==> src/rtl/seq_divider10.sv <==
// Sequential unsigned restoring divider: one quotient bit per clock.
// The trial subtraction is performed as an add of the two's-complement
// divisor through a generate/propagate carry path, mirroring the 10-bit
// carry-lookahead adder this block sits beside in the arithmetic library.
// Handshake: start is accepted in IDLE or DONE; busy covers RUN; done is a
// one-cycle pulse with quotient/remainder/div_by_zero held until next result.
module seq_divider10 #(
  parameter int WIDTH = 10
) (
  input  logic             clk,
  input  logic             rst_n,
  input  logic             start,
  input  logic [WIDTH-1:0] dividend,
  input  logic [WIDTH-1:0] divisor,
  output logic             busy,
  output logic             done,
  output logic [WIDTH-1:0] quotient,
  output logic [WIDTH-1:0] remainder,
  output logic             div_by_zero
);

  localparam int CW = $clog2(WIDTH + 1);

  typedef enum logic [1:0] {
    IDLE,
    RUN,
    DONE
  } state_t;

  state_t           state;
  logic [WIDTH-1:0] dshift;   // dividend bits shift out the top, quotient bits shift in the bottom
  logic [WIDTH-1:0] dsor;     // divisor captured at start
  // The restored partial remainder is always < divisor, so its bit WIDTH is
  // always zero; only the low WIDTH bits are stored. The trial arithmetic
  // below is carried out the full WIDTH+1 bits wide.
  logic [WIDTH-1:0] prem;
  logic [CW-1:0]    count;

  logic [WIDTH:0]   shifted;
  logic [WIDTH:0]   addend;
  logic [WIDTH:0]   gen;
  logic [WIDTH:0]   prop;
  logic [WIDTH:0]   trial;
  logic             carry;
  logic             qbit;
  logic [WIDTH-1:0] next_prem;
  logic [WIDTH-1:0] next_shift;

  // Trial subtraction shifted - {0,divisor} as shifted + ~{0,divisor} + 1 via generate/propagate carries
  always_comb begin
    // NOTE: every variable written here is assigned on every pass through the
    // block, so no latch can be inferred; carry is a running temporary.
    shifted = {prem, dshift[WIDTH-1]};
    addend  = ~{1'b0, dsor};
    gen     = shifted & addend;
    prop    = shifted ^ addend;
    trial   = '0;
    carry   = 1'b1;
    for (int i = 0; i <= WIDTH; i++) begin
      trial[i] = prop[i] ^ carry;
      carry    = gen[i] | (prop[i] & carry);
    end
    // Non-negative trial (MSB clear) means the divisor fits: keep it, quotient bit 1.
    qbit       = ~trial[WIDTH];
    next_prem  = qbit ? trial[WIDTH-1:0] : shifted[WIDTH-1:0];
    next_shift = {dshift[WIDTH-2:0], qbit};
  end

  // Control FSM, iteration datapath and registered result outputs
  always_ff @(posedge clk or negedge rst_n) begin
    if (!rst_n) begin
      state       <= IDLE;
      dshift      <= '0;
      dsor        <= '0;
      prem        <= '0;
      count       <= '0;
      busy        <= 1'b0;
      done        <= 1'b0;
      quotient    <= '0;
      remainder   <= '0;
      div_by_zero <= 1'b0;
    end else begin
      // NOTE: non-blocking assignments throughout, so every register here
      // updates from the values held before this edge regardless of order.
      case (state)
        IDLE, DONE: begin
          done <= 1'b0;
          if (start) begin
            dshift <= dividend;
            dsor   <= divisor;
            prem   <= '0;
            count  <= '0;
            if (divisor == '0) begin
              state       <= DONE;
              done        <= 1'b1;
              quotient    <= '1;
              remainder   <= dividend;
              div_by_zero <= 1'b1;
            end else begin
              state <= RUN;
              busy  <= 1'b1;
            end
          end else begin
            state <= IDLE;
          end
        end

        RUN: begin
          dshift <= next_shift;
          prem   <= next_prem;
          count  <= count + 1'b1;
          if (count == CW'(WIDTH - 1)) begin
            state       <= DONE;
            busy        <= 1'b0;
            done        <= 1'b1;
            quotient    <= next_shift;
            remainder   <= next_prem;
            div_by_zero <= 1'b0;
          end
        end

        default: begin
          state <= IDLE;
          busy  <= 1'b0;
          done  <= 1'b0;
        end
      endcase
    end
  end

endmodule
==> config.mk <==
export PLATFORM = sky130hd
export DESIGN_NAME = seq_divider10
export DESIGN_NICKNAME = d
export VERILOG_FILES = /design/src/rtl/seq_divider10.sv
export SDC_FILE = /design/constraint.sdc
export NUM_CORES = 1
export LEC_CHECK = 0
export CORE_UTILIZATION = 28
export DETAILED_ROUTE_END_ITERATION = 16
export MAX_ROUTING_LAYER = met4
export PLACE_DENSITY = 0.54
export SETUP_SLACK_MARGIN = 0.15
export SLEW_MARGIN = 10
export SYNTH_ARGS = -nofsm -noshare
export SYNTH_HDL_FRONTEND = slang
export SYNTH_SLANG_ARGS = --single-unit
export TNS_END_PERCENT = 30
==> constraint.sdc <==
create_clock -name clk -period 6 [get_ports clk]
set_clock_uncertainty 0.05 [all_clocks]
set_input_delay 0.6 -clock clk [delete_from_list [all_inputs] [get_ports clk]]
set_output_delay 0.6 -clock clk [all_outputs]
set_load 0.01 [all_outputs]
==> impl_metrics.csv, run 1 <==
group,metric,value,unit
run_status,status,"completed",
worst_setup_path,reg2reg_slack,0.75,ns
worst_setup_path,crit_top_cell,"fa_1",
power_and_ir_drop,p_int,1.23,mW
sta,hold_viol,0,
sta,slew_viol_final,0,
power_and_ir_drop,fin_total_pwr,2.08,mW
sta,relSlewSlack,0.305,
sta,setup_viol,0,
drt,viasPerCell,4.55,
placed_design,detailed_place_hpwl,4.36,mm
worst_setup_path,worstSetupStartpointType,"register",
drt,wl_met1,3.19,mm
global_routing,antenna_found_initial,0,
sta,whs,0.349,ns
worst_setup_path,crit_slowest_cell,"xor2_4",
finish,final_util,0.371,
min_path,hold_class,"in2async",
sta,setup_ws,0.751,ns
worst_setup_path,crit_arrival,5.42,ns
drt,route.detailed.wl_per_inst,14.4,um
sta,finalCriticalPeriod,5.25,ns
global_routing,grt-ovfl-total,0,
placed_design,dp_slack,0.733,ns
sta,period_share,0.875,
power_and_ir_drop,clock_power_share,0.152,
worst_setup_path,reg2reg_depth,17,
synthesis,yosysSeqAreaShare,0.523,
drt,num_vias,1990,
global_routing,grt_use_total,0.140,
worst_setup_path,crit_family,"adder cells",
sta,fmaxAchievable,0.190,GHz
power_and_ir_drop,cellPowerDensity,596,nW/um2
worst_setup_path,reg2reg_from,"dshift[9]$_DFFE_PN0P_",
die,start_util,0.295,
drt,wl_met2,2.69,mm
finish,drive_gt1_frac,0.114,
drt,drt_iter0_markers,96,
clock_network,cts_hold_buffers,0,
drt,top_layer_used,"met4",
drt,drt_pre_antenna_iters,4,
power_and_ir_drop,power_frac_seq,0.347,
synthesis,async_reset_ff_frac,1.00,
die,dieHeight,102,um
synthesis,yosysWarnings,0,
die,rows,35,
clock_network,ctsResizeCount,0,
sta,fin_setup_tns,0,ns
clock_network,cts_sinks,58,
placed_design,place.port_buffers,45,
worst_setup_path,critPathKind,"reg2reg",
worst_setup_path,cp_max_fo,18,
drt,drc_errors,0,
drt,ant_nets,0,
worst_setup_path,critPathBufInv,3,
synthesis,synth_seq_cells,58,
die,dieArea,10300,um2
drt,wl,6.27,mm
global_routing,grt_max_degree,59,
global_routing,grt_pass1_wl,10.3,mm
die,core_area,9420,um2
power_and_ir_drop,combPwrFrac,0.501,
power_and_ir_drop,p_leak,1.46,nW
synthesis,synthFlopType,"dfrtp_1",
power_and_ir_drop,swShare,0.408,
die,die_w,102,um
power_and_ir_drop,peakVddDrop,0.197,mV
clock_network,insertion_delay,0.34,ns
finish,nets,338,
sta,rsz0062_at_grt,"false",
synthesis,synth_area,2780,um2
clock_network,htreeDepth,3,
sta,max_slew.worst_pin.slew,1.04,ns
synthesis,ys_types,34,
run,maxCapViolCount,0,
drt,dr_wl_met3,297,um
global_routing,grt_pass1_vias,1930,
synthesis,synth_enable_flop_cells,0,
clock_network,cts_buffer_depth,2,
clock_network,root_buffer,"clkbuf_8",
worst_setup_path,critPathRequiredTime,6.17,ns
worst_setup_path,endpoint_kind,"register",
worst_setup_path,crit_chain,"inv_1 -> ha_1 -> inv_1 -> fa_1 -> fa_1 -> fa_1 -> fa_1 -> fa_1 -> fa_1 -> fa_1 -> inv_1 -> fa_1 -> fa_1 -> xor2_4 -> mux2i_1 -> o21ai_1 -> mux2_4",
power_and_ir_drop,power_switching,0.849,mW
clock_network,cts_buffers,9,
finish,area_growth,25.7,%
synthesis,synth_area_per_cell,10.7,um2
die,pin_count,46,
synthesis,synth_fp_nets,294,
worst_setup_path,critPathMaxStageDelay,0.52,ns
clock_network,post_cts_buffers,0,
finish,antennaDiodeCount,0,
worst_setup_path,r2r_end,"remainder[4]$_DFFE_PN0P_",
clock_network,cts_tree,"built",
placed_design,gp_congestion,0.757,
synthesis,syn_inst,259,
clock_network,clkTransAtPathRegs,0.08,ns
metrics by stage:
step / instance area [um2] / cells
2_1_floorplan: 2780 / 259
3_3_place_gp: 3320 / 421
3_5_place_dp: 3320 / 421
4_1_cts: 3490 / 437
5_1_grt: 3490 / 437
6_report: 3490 / 437
layout by cell type, fill, tap and decap left out, types with 2 or more instances in the layout:
| cell type | instances |
|---|---|
| dfrtp_1 | 58 |
| clkbuf_8 | 9 |
| nor4_1 | 2 |
| o22a_1 | 8 |
| clkdlybuf4s50_1 | 44 |
| mux2_2 | 2 |
| buf_4 | 3 |
| mux2i_1 | 7 |
| nor2_1 | 11 |
| o21ai_1 | 7 |
| nand2b_1 | 2 |
| inv_1 | 13 |
| clkinv_2 | 3 |
| ha_1 | 3 |
| mux2_4 | 8 |
| clkinvlp_4 | 3 |
| o21a_1 | 2 |
| o21ai_0 | 22 |
| nand3_1 | 6 |
| fa_1 | 9 |
| a31oi_1 | 8 |
| o311ai_1 | 3 |
| o311ai_0 | 3 |
| nand2_1 | 59 |
cells in the mapped netlist, types with 5 or more instances:
cell / count / area (um2)
inv_1: 13 / 48.8
a31oi_1: 8 / 50.1
o21ai_0: 22 / 110
nand2_1: 59 / 221
dfrtp_1: 58 / 1450
mux2i_1: 7 / 70.1
o22a_1: 8 / 70.1
nor2_1: 11 / 41.3
mux2_4: 8 / 120
o21ai_1: 7 / 35.0
fa_1: 9 / 180
nand3_1: 6 / 30.0
buf_2: 5 / 25.0
clkbuf_1: 6 / 22.5
registers in the layout, summed over array words and instances, names as in the netlist:
signal,flops
count,4
dsor,10
state,1
quotient,10
busy,1
prem,10
div_by_zero,1
remainder,10
dshift,10
done,1
layout make-up:
cell class | count | area, um2
flip-flops and latches | 58 | 1450
repair buffers | 48 | 468
well taps | 129 | 161
clock inverters | 7 | 46.3
fillers | 957 | 5930
inverters | 13 | 48.8
clock buffers | 9 | 124
multi-input cells | 173 | 1190
worst reg2reg max path: cells and delay by family, from the launching register on:
family          cells  cell delay, ns
fa+ha+maj          10            3.28
mux                 2            0.61
xor+xnor            1            0.52
compound gates      1            0.09
flops               1            0.40
buf+inv             3            0.19
cells by family (layout without fill, tap and decap cells):
| family | Yosys count | after routing | synth area share |
|---|---|---|---|
| flip-flops | 58 | 58 | 0.523 |
| buffers and inverters | 28 | 77 | 0.0496 |
| adder cells (fa/ha/maj) | 12 | 12 | 0.0784 |
| multiplexers | 17 | 17 | 0.0766 |
| XOR/XNOR | 1 | 1 | 0.00992 |
| AO/OA/AOI/OAI | 57 | 57 | 0.131 |
| AND/OR/NAND/NOR | 86 | 86 | 0.132 |
routing by layer:
layer,GRT usage,vias up
met4,0.0635,0
li1,-,970
met1,0.192,964
met5,-,-
met3,0.0317,10
met2,0.195,46
power by group through the flow:
stage                     Sequential, mW  Clock [mW]  Combinational [mW]
final                              0.722       0.316                1.04
after global routing               0.751       0.339                1.18
after global placement             0.729           0                1.03
after CTS                          0.723       0.324                1.05
after detailed placement           0.729           0                1.05
after floorplan                    0.732           0               0.724
worst max-delay path by stage:
stage	start	end	slack, ns	cells past startpoint
global placement	dshift[9]$_DFFE_PN0P_	remainder[6]$_DFFE_PN0P_	0.77	17
CTS	dshift[9]$_DFFE_PN0P_	remainder[4]$_DFFE_PN0P_	0.73	17
floorplan	dshift[9]$_DFFE_PN0P_	remainder[2]$_DFFE_PN0P_	1.19	17
detailed placement	dshift[9]$_DFFE_PN0P_	remainder[4]$_DFFE_PN0P_	0.73	17
global route	dshift[9]$_DFFE_PN0P_	remainder[4]$_DFFE_PN0P_	0.47	17
finish	dshift[9]$_DFFE_PN0P_	remainder[4]$_DFFE_PN0P_	0.75	17
Power figures use the tool's default switching activity.
==> run 2: changes to the inputs <==
--- a/config.mk
+++ b/config.mk
@@ -9,7 +9,7 @@
 export DETAILED_ROUTE_END_ITERATION = 16
 export MAX_ROUTING_LAYER = met4
 export PLACE_DENSITY = 0.54
-export SETUP_SLACK_MARGIN = 0.15
+export SETUP_SLACK_MARGIN = 0.4
 export SLEW_MARGIN = 10
 export SYNTH_ARGS = -nofsm -noshare
 export SYNTH_HDL_FRONTEND = slang
==> constraint.sdc (replaced) <==
create_clock -name clk -period 6 [get_ports clk]
set_clock_uncertainty 0.05 [all_clocks]
set_input_delay 0.6 -clock clk [delete_from_list [all_inputs] [get_ports clk]]
set_output_delay 0.6 -clock clk [all_outputs]
set_load 0.1 [all_outputs]
==> results of run 2 <==
Same layout as run 1 (identical final DEF). Status: completed.
Power of run 2 is not shown: default switching activity piles up to over one toggle a cycle in this logic, so the estimate is an artifact.
